## src/rtl/cipher_pkg.sv

```systemverilog
// rtl/cipher_pkg.sv - shared mode/state types and defaults for cipher_mode_engine (CTR support via CIPHER_MODE_CTR_EN)
package cipher_pkg;

    localparam int DEF_BLOCK_SIZE = 64;
    localparam int DEF_KEY_SIZE   = 64;
    localparam int DEF_CNT_W      = 16;

    typedef enum logic [1:0] {
        MODE_ECB  = 2'b00,
        MODE_CBC  = 2'b01,
        MODE_CTR  = 2'b10,
        MODE_RSVD = 2'b11
    } mode_e;

    typedef enum logic [2:0] {
        ST_IDLE,
        ST_WAIT_IN,
        ST_KICK,
        ST_RUN,
        ST_OUT,
        ST_DONE
    } state_e;

    function automatic logic mode_supported(input mode_e m);
`ifdef CIPHER_MODE_CTR_EN
        return (m != MODE_RSVD);
`else
        return (m == MODE_ECB) || (m == MODE_CBC);
`endif
    endfunction

endpackage

```

## src/rtl/gage_ingage_cipher.sv

```systemverilog
// rtl/gage_ingage_cipher.sv - iterative block cipher core with data-dependent round count
module gage_ingage_cipher #(
    parameter int BLOCK_SIZE = 64,
    parameter int KEY_SIZE   = 64
) (
    input  logic                  clk,
    input  logic                  reset,
    input  logic                  start,
    input  logic [KEY_SIZE-1:0]   key,
    input  logic [BLOCK_SIZE-1:0] data_in,
    output logic [BLOCK_SIZE-1:0] data_out,
    output logic                  done
);

    logic [BLOCK_SIZE-1:0] st_q, st_d;
    logic [BLOCK_SIZE-1:0] key_q, key_d;
    logic [3:0]            rnd_q, rnd_d;
    logic [3:0]            last_q, last_d;
    logic                  run_q, run_d;
    logic                  done_q, done_d;

    function automatic logic [BLOCK_SIZE-1:0] round_f(
        input logic [BLOCK_SIZE-1:0] s,
        input logic [BLOCK_SIZE-1:0] k,
        input logic [3:0]            r
    );
        logic [BLOCK_SIZE-1:0] t;
        t = s ^ k;
        return {t[BLOCK_SIZE-14:0], t[BLOCK_SIZE-1:BLOCK_SIZE-13]} + BLOCK_SIZE'(r);
    endfunction

    // Round count is 4..11, chosen by the low plaintext bits, so latency varies per block.
    always_comb begin
        st_d   = st_q;
        key_d  = key_q;
        rnd_d  = rnd_q;
        last_d = last_q;
        run_d  = run_q;
        done_d = 1'b0;
        if (start) begin
            st_d   = data_in;
            key_d  = BLOCK_SIZE'(key);
            rnd_d  = 4'd0;
            last_d = 4'd3 + {1'b0, data_in[2:0]};
            run_d  = 1'b1;
        end else if (run_q) begin
            st_d  = round_f(st_q, key_q, rnd_q);
            rnd_d = rnd_q + 4'd1;
            if (rnd_q == last_q) begin
                run_d  = 1'b0;
                done_d = 1'b1;
            end
        end
    end

    always_ff @(posedge clk) begin
        if (reset) begin
            st_q   <= '0;
            key_q  <= '0;
            rnd_q  <= '0;
            last_q <= '0;
            run_q  <= 1'b0;
            done_q <= 1'b0;
        end else begin
            st_q   <= st_d;
            key_q  <= key_d;
            rnd_q  <= rnd_d;
            last_q <= last_d;
            run_q  <= run_d;
            done_q <= done_d;
        end
    end

    assign data_out = st_q;
    assign done     = done_q;

endmodule

```

## src/rtl/cipher_mode_engine.sv

```systemverilog
// rtl/cipher_mode_engine.sv - streaming ECB/CBC/CTR mode controller; CTR built only with CIPHER_MODE_CTR_EN
module cipher_mode_engine
    import cipher_pkg::*;
#(
    parameter int BLOCK_SIZE = DEF_BLOCK_SIZE,
    parameter int KEY_SIZE   = DEF_KEY_SIZE,
    parameter int CNT_W      = DEF_CNT_W
) (
    input  logic                  clk,
    input  logic                  reset,
    input  logic                  start,
    input  logic [1:0]            mode,
    input  logic [KEY_SIZE-1:0]   key,
    input  logic [BLOCK_SIZE-1:0] iv,
    input  logic [CNT_W-1:0]      num_blocks,
    input  logic                  in_valid,
    input  logic [BLOCK_SIZE-1:0] in_data,
    output logic                  in_ready,
    output logic                  out_valid,
    output logic [BLOCK_SIZE-1:0] out_data,
    input  logic                  out_ready,
    output logic                  busy,
    output logic [CNT_W-1:0]      blk_idx,
    output logic                  done,
    output logic                  err
);

    state_e                state_q, state_d;
    mode_e                 mode_q, mode_d;
    logic [KEY_SIZE-1:0]   key_q, key_d;
    logic [BLOCK_SIZE-1:0] chain_q, chain_d;
    logic [BLOCK_SIZE-1:0] pt_q, pt_d;
    logic [CNT_W-1:0]      num_q, num_d;
    logic [CNT_W-1:0]      blk_idx_q, blk_idx_d;
    logic [BLOCK_SIZE-1:0] out_data_q, out_data_d;
    logic                  in_ready_q, in_ready_d;
    logic                  out_valid_q, out_valid_d;
    logic                  busy_q, busy_d;
    logic                  done_q, done_d;
    logic                  err_q, err_d;

    logic                  core_start;
    logic                  core_done;
    logic [BLOCK_SIZE-1:0] core_in;
    logic [BLOCK_SIZE-1:0] core_ct;

    assign core_start = (state_q == ST_KICK);

    always_comb begin
        core_in = pt_q;
        case (mode_q)
            MODE_CBC: core_in = pt_q ^ chain_q;
`ifdef CIPHER_MODE_CTR_EN
            MODE_CTR: core_in = chain_q;
`endif
            default:  core_in = pt_q;
        endcase
    end

    gage_ingage_cipher #(
        .BLOCK_SIZE (BLOCK_SIZE),
        .KEY_SIZE   (KEY_SIZE)
    ) u_core (
        .clk      (clk),
        .reset    (reset),
        .start    (core_start),
        .key      (key_q),
        .data_in  (core_in),
        .data_out (core_ct),
        .done     (core_done)
    );

    always_comb begin
        state_d    = state_q;
        mode_d     = mode_q;
        key_d      = key_q;
        chain_d    = chain_q;
        pt_d       = pt_q;
        num_d      = num_q;
        blk_idx_d  = blk_idx_q;
        out_data_d = out_data_q;
        err_d      = 1'b0;
        case (state_q)
            ST_IDLE: begin
                if (start) begin
                    if (num_blocks == '0 || !mode_supported(mode_e'(mode))) begin
                        err_d = 1'b1;
                    end else begin
                        mode_d    = mode_e'(mode);
                        key_d     = key;
                        chain_d   = iv;
                        num_d     = num_blocks;
                        blk_idx_d = '0;
                        state_d   = ST_WAIT_IN;
                    end
                end
            end
            ST_WAIT_IN: begin
                if (in_valid && in_ready_q) begin
                    pt_d    = in_data;
                    state_d = ST_KICK;
                end
            end
            ST_KICK: state_d = ST_RUN;
            ST_RUN: begin
                if (core_done) begin
                    out_data_d = core_ct;
                    case (mode_q)
                        MODE_CBC: chain_d = core_ct;
`ifdef CIPHER_MODE_CTR_EN
                        MODE_CTR: begin
                            out_data_d = core_ct ^ pt_q;
                            chain_d    = chain_q + BLOCK_SIZE'(1);
                        end
`endif
                        default: chain_d = chain_q;
                    endcase
                    state_d = ST_OUT;
                end
            end
            ST_OUT: begin
                if (out_valid_q && out_ready) begin
                    if (blk_idx_q == num_q - CNT_W'(1)) begin
                        state_d = ST_DONE;
                    end else begin
                        blk_idx_d = blk_idx_q + CNT_W'(1);
                        state_d   = ST_WAIT_IN;
                    end
                end
            end
            ST_DONE: state_d = ST_IDLE;
            default: state_d = ST_IDLE;
        endcase
        // Handshake/status outputs are decoded from the next state so they are registered.
        in_ready_d  = (state_d == ST_WAIT_IN);
        out_valid_d = (state_d == ST_OUT);
        busy_d      = (state_d != ST_IDLE);
        done_d      = (state_d == ST_DONE);
    end

    always_ff @(posedge clk) begin
        if (reset) begin
            state_q     <= ST_IDLE;
            mode_q      <= MODE_ECB;
            key_q       <= '0;
            chain_q     <= '0;
            pt_q        <= '0;
            num_q       <= '0;
            blk_idx_q   <= '0;
            out_data_q  <= '0;
            in_ready_q  <= 1'b0;
            out_valid_q <= 1'b0;
            busy_q      <= 1'b0;
            done_q      <= 1'b0;
            err_q       <= 1'b0;
        end else begin
            state_q     <= state_d;
            mode_q      <= mode_d;
            key_q       <= key_d;
            chain_q     <= chain_d;
            pt_q        <= pt_d;
            num_q       <= num_d;
            blk_idx_q   <= blk_idx_d;
            out_data_q  <= out_data_d;
            in_ready_q  <= in_ready_d;
            out_valid_q <= out_valid_d;
            busy_q      <= busy_d;
            done_q      <= done_d;
            err_q       <= err_d;
        end
    end

    assign in_ready  = in_ready_q;
    assign out_valid = out_valid_q;
    assign out_data  = out_data_q;
    assign busy      = busy_q;
    assign blk_idx   = blk_idx_q;
    assign done      = done_q;
    assign err       = err_q;

endmodule

```

## config.mk

```make
export PLATFORM = sky130hd
export DESIGN_NAME = cipher_mode_engine
export DESIGN_NICKNAME = d
export VERILOG_FILES = /design/src/rtl/cipher_pkg.sv /design/src/rtl/gage_ingage_cipher.sv /design/src/rtl/cipher_mode_engine.sv
export SDC_FILE = /design/constraint.sdc
export NUM_CORES = 1
export LEC_CHECK = 0
export ABC_AREA = 1
export CAP_MARGIN = 25
export CORE_MARGIN = 5
export CORE_UTILIZATION = 50
export CTS_CLUSTER_SIZE = 12
export DETAILED_ROUTE_END_ITERATION = 16
export HOLD_SLACK_MARGIN = 0.08
export PLACE_DENSITY = 0.83
export REMOVE_ABC_BUFFERS = 1
export SYNTH_ARGS = -nofsm -noshare
export SYNTH_HDL_FRONTEND = slang
export SYNTH_SLANG_ARGS = --single-unit
export TNS_END_PERCENT = 100
```

## constraint.sdc

```tcl
create_clock -name clk -period 2.08 [get_ports clk]
set_input_delay 0.416 -clock clk [delete_from_list [all_inputs] [get_ports clk]]
set_output_delay 0.416 -clock clk [all_outputs]
set_load 0.01 [all_outputs]
```

; ---- Word-level counts from Yosys, hierarchy flattened
; Index checks and enable logic that the tools add are counted.
[classes]
add_sub_neg = 5
multipliers = 0
div_mod_pow = 0
n_lt_le_gt_ge = 0
eq_ne = 17
shifts = 0
n_mux = 25
n_bitwise = 6
n_reduce_logical = 20
[op_table]
columns = operator, count
row1 = $mux 64, 7
row2 = $pmux 64 s2, 1
row3 = $xor 64x64->64, 2
row4 = $add 64x4->64, 1
row5 = $mux 16, 4
row6 = $pmux 16 s2, 1
row7 = $mux 3, 6
row8 = $add 16x1->16 const B, 1
row9 = $eq 16x16->1, 1
row10 = $logic_not 16->1, 1
row11 = $sub 16x1->16 const B, 1
row12 = $pmux 3 s5, 1
row13 = $ne 2x2->1 const B, 5
row14 = $reduce_and 5->1, 2
row15 = $eq 3x3->1 const B, 3
row16 = $eq 3x1->1 const B, 2
row17 = $eq 3x2->1 const B, 2
row18 = $reduce_bool 2->1, 3
row19 = $reduce_or 3->1, 2
row20 = $mux 1, 5
row21 = $add 2x3->4 const A, 1
row22 = $add 4x1->4 const B, 1
row23 = $eq 2x1->1 const B, 2
row24 = $eq 4x4->1, 1
row25 = 11 further kinds, 17
[totals]
register_bits = 436
latchBits = 0
ramBits = 0
romBits = 0
in_bits = 215
word_cells = 92
memories = 0

; ---- Longest topological paths before layout
[logic_depth]
depth_word = 8
depth_mapped = 16

; ---- Cells and area by module
; A second synthesis with hierarchy kept.
[hier_totals]
cells_unflattened = 3251
area_unflattened_um2 = 21852.2
[modules_own_cells]
columns = module, instances, cells_per_inst, area_per_inst_um2, seq_area_each_um2
row1 = cipher_mode_engine, 1, 1775, 12876.1, 5965.7
row2 = gage_ingage_cipher, 1, 1476, 8976.1, 2762.6

; ---- Worst setup path before layout
; No wires, ideal clock.
[synth_timing]
kind = register -> register
start = register u_core.st_q[51], in the netlist u_core.data_out[51]
end = register u_core.st_q[16], in the netlist u_core.data_out[16]
arrival_time_ns = 2.180
required_time_ns = 1.948
setup_slack_ns = -0.233
path_stages_with_launch = 15
n_path_buf = 0
synth_period_minus_slack_ns = 2.313
cell_sequence = dfxtp_1 xor2_1 ha_1 fa_1 inv_1 nor2_1 nor2_2 nor2_4 nand2_2 inv_2 nand2_2 nor2_4 xor2_1 o21ai_0 a21oi_1
[synth_via]
elab_chain_len = 4
[synth_rtl]
columns = item, line
row1 = start: declaration, gage_ingage_cipher.sv:15  ; logic [BLOCK_SIZE-1:0] st_q, st_d;
row2 = start signal: assignment, gage_ingage_cipher.sv:65  ; st_q <= st_d;
row3 = $xor 64x64->64, gage_ingage_cipher.sv:28  ; t = s ^ k;
row4 = $add 64x4->64, gage_ingage_cipher.sv:29  ; return {t[BLOCK_SIZE-14:0], t[BLOCK_SIZE-1:BLOCK_SIZE-13]} + BLOCK_SIZE'(r);
row5 = $mux 64, gage_ingage_cipher.sv:46  ; end else if (run_q) begin
row6 = $mux 64, gage_ingage_cipher.sv:40  ; if (start) begin
; No other way between the ends. The select of a mux whose other input is x is not followed.
; A chain may end at the register's enable or synchronous reset.

; ---- Final worst setup path
[layout_timing]
start = register u_core.key_q[52]
end = register u_core.st_q[54], in the netlist u_core.data_out[54]
[layout_via]
elab_chain_len = 4
[layout_rtl]
columns = item, line
row1 = start: declaration, gage_ingage_cipher.sv:16  ; logic [BLOCK_SIZE-1:0] key_q, key_d;
row2 = start signal: assignment, gage_ingage_cipher.sv:66  ; key_q <= key_d;
row3 = $xor 64x64->64, gage_ingage_cipher.sv:28
row4 = $add 64x4->64, gage_ingage_cipher.sv:29
row5 = $mux 64, gage_ingage_cipher.sv:46
row6 = $mux 64, gage_ingage_cipher.sv:40
; No other way between the ends. The select of a mux whose other input is x is not followed.

==> reports/results.txt <==
WHS Path Cells: 4
maxcap violations: 0
Slew Limit Fails: 0
die span in x: 219 µm
synth warn: 0
vias in the first global route: 22200
Async SR Flop Fraction: 0%
CORE AREA: 0.0431 mm²
clock share of power: 43.1%
leakage: 12.5 nW
final hold violations: 0
Switching Share: 25.0%
post-layout util: 69.3%
drc violations: 0
Antenna Violating Nets Remaining: 0
failing checks: setup timing
Worst-Skew Late Latency: 0.59 ns
crit start category: register
CTS tree: done
Post-synth EDFFs: 0
HPWL after DPL: 54300 µm
crit-path max cell delay: 0.41 ns
Hold Path Class: input pin to register
Post-layout nets: 3911
maximum vdd drop: 0.000569 V
DR vias/cell: 5.35
status: complete, but fails checks
# setup viols final: 48
top-count cell post-synth: nand2_1
area added between synthesis and finish: 37.0%
root buf cell: clkbuf_16
P per Cell Area: 647 mW/mm²
skew final: 0.0237 ns
clk slew on worst S/H paths: 0.06 ns
port bufs: 299
worst setup margin: -0.228 ns
initial antenna violation count: 1
CTS H-Tree Depth: 2
reg2reg path depth: 15
GRT Util Overall: 30.5%
CP max FO: 3
Yosys cell types: 48
drt first-iter violations: 2157
Mapped Area: 0.0218 mm²
Design Power: 19.3 mW
number of synthesized register bits: 436
Cells after Synth: 3194
fmax: 433 MHz
RePlAce Congestion: 1.00
slowest CP cell: dfxtp_1
flop2flop setup slack: -0.23 ns
WL/cell: 17.6 µm
# IOs: 300
destination of the worst hold path: chain_q[15]
Hold Path Origin: reset
sequential power share: 45.7%
top-area cell type share of the netlist area: 40.1%
Rows: 76
DR pass1 iterations: 6
CTS max path bufs: 3
Worst Tran Pin Value: 0.832 ns
register area share after synthesis: 40.1%
worst path cell trace: xor2_2 > fa_2 > inv_2 > nor2_2 > nor2_2 > nor2_4 > nand2_4 > buf_4 > buf_6 > nor2_4 > nand2_1 > nand2_1 > nand2_2 > a21oi_2 > nor2_1
synth top area cells: dfxtp_1, nand2_1, a21oi_1
WP data required: 2.54 ns
top cells by count, synth: nand2_1, dfxtp_1, nor2_1
Synth Flop Type: dfxtp_1
mean cell area of the mapped netlist: 6.82 µm²
height of the die: 219 µm
GRT overflow: 0
crit path DAT: 2.77 ns
RSZ-0062 raised after global routing: true
CP Class: register to register
largest net degree at the start of global routing: 108
CTS Hold Bufs: 0
Reg-to-Reg End: u_core.data_out[54]
global-route wire length before repair: 118000 µm
part of the cycle the worst path needs: 111%
Max-slew headroom: 44.5%
Worst setup EP type: register
CTS sink cnt: 436
die area: 0.0478 mm²
final wirelength: 75800 µm
RR Startpoint: u_core.key_q[52]
combinational share of power: 11.2%
share of cells above drive strength 1: 17.1%
TritonCTS Buffers: 47
cell taking the most area after synthesis: dfxtp_1
Pint: 14.5 mW
initial core utilization: 50.6%
crit path time final: 2.31 ns
Net Sw Power: 4.82 mW
via count: 23000
[per-stage QoR]
step | setup slack [ns] | cells | hold WS [ns] | area [µm²] | setup TNS [ns]
after CTS | -0.166 | 4290 | 0.202 | 29300 | -3.84
final | -0.228 | 4304 | 0.234 | 29800 | -5.35
after floorplan | -6.06 | 3017 | 0.432 | 21100 | -1521.32
after global placement | -0.518 | 4194 | 0.435 | 27300 | -81.15
after global routing | -0.347 | 4303 | 0.251 | 29800 | -12.11
after detailed placement | -0.480 | 4194 | 0.440 | 27300 | -71.31
[placed cells by master, fill, tap and decap left out, drive strengths merged, types with 2 or more instances in the layout]
cell type / Yosys / routed
nor3b: 2 / 2
clkinv: 5 / 8
a21oi: 338 / 338
o21ai: 345 / 345
nor2: 389 / 389
nand3: 175 / 176
clkbuf: 134 / 71
clkinvlp: 0 / 3
or2: 5 / 5
xnor2: 57 / 57
clkdlybuf4s50: 0 / 292
dlygate4sd2: 0 / 6
nand3b: 10 / 10
dfxtp: 436 / 436
nor4: 5 / 5
xor2: 107 / 107
inv: 243 / 245
bufinv: 0 / 2
a31oi: 21 / 21
o211ai: 3 / 3
nand4: 40 / 40
ha: 8 / 8
nor3: 28 / 28
o21bai: 3 / 3
buf: 43 / 321
nand2: 790 / 790
[state kept, by name, summed over array words and instances (netlist names), 2 cells and up]
register / cells
chain_q: 64
key_q: 64
out_data: 64
pt_q: 64
u_core.data_out: 64
u_core.key_q: 64
blk_idx: 16
num_q: 16
u_core.last_q: 4
u_core.rnd_q: 4
state_q: 3
mode_q: 2
[cell type report]
cell class | count | area [µm²]
tap | 585 | 732
sequential | 436 | 8750
clock buffer | 70 | 1400
antenna | 1 | 2.50
fill | 3518 | 13200
inverter | 248 | 947
timing repair buffer | 620 | 5800
multi-input combinational | 2334 | 12100
clock inverter | 10 | 108
[metal layers]
layer	vias to the layer above	GRT usage, %	routed length (µm)
met5	-	0	7
met1	10700	40.8	32500
met2	886	51.5	35900
li1	11300	-	-
met3	141	3.96	5250
met4	2	9.63	2120
[cells by family (layout without fill, tap and decap cells)]
family / count (synthesis) / after routing / synth area share [%]
adder cells (fa/ha/maj): 9 / 9 / 0.551
other: 0 / 1 / 0
buffers and inverters: 425 / 948 / 7.57
AND/OR/NAND/NOR: 1446 / 1447 / 28.2
flip-flops: 436 / 436 / 40.1
AO/OA/AOI/OAI: 714 / 714 / 16.9
XOR/XNOR: 164 / 164 / 6.73
[worst max-delay path, delay by kind of cell, from the launching register on]
family,cells,cell delay (ns)
adders and majority gates,1,0.27
AOI/OAI and AO/OA,1,0.12
DFF,1,0.41
and+or+nand+nor,9,0.87
xor gates and xnor gates,1,0.25
buffers and inverters,3,0.29
[how the worst max path moves through the flow]
stage | startpoint | to | slack (ns) | depth (start not counted)
global placement | num_blocks[12] | chain_q[19] | -0.52 | 11
finish | u_core.key_q[52] | u_core.data_out[54] | -0.23 | 15
global route | u_core.data_out[51] | u_core.data_out[54] | -0.35 | 16
CTS | u_core.key_q[51] | u_core.data_out[38] | -0.17 | 13
floorplan | state_q[2] | u_core.data_out[11] | -6.06 | 9
detailed placement | num_blocks[13] | chain_q[32] | -0.48 | 11
[repair_timing]
item                                    CTS  global route
gates resized for setup                 107           105
buffers inserted                         17            15
cloned                                    1             1
endpoints found under the setup margin   86           138
pin swaps                                46            58
[power groups by stage]
stage	clock [mW]	combinational (mW)	sequential [mW]
after floorplan	0	1.01	8.95
after CTS	8.39	2.09	8.80
after detailed placement	0	2.05	8.98
final	8.32	2.16	8.81
after global placement	0	2.02	8.97
after global routing	8.76	2.35	8.83
No activity file was read; power rests on OpenSTA's default activity.
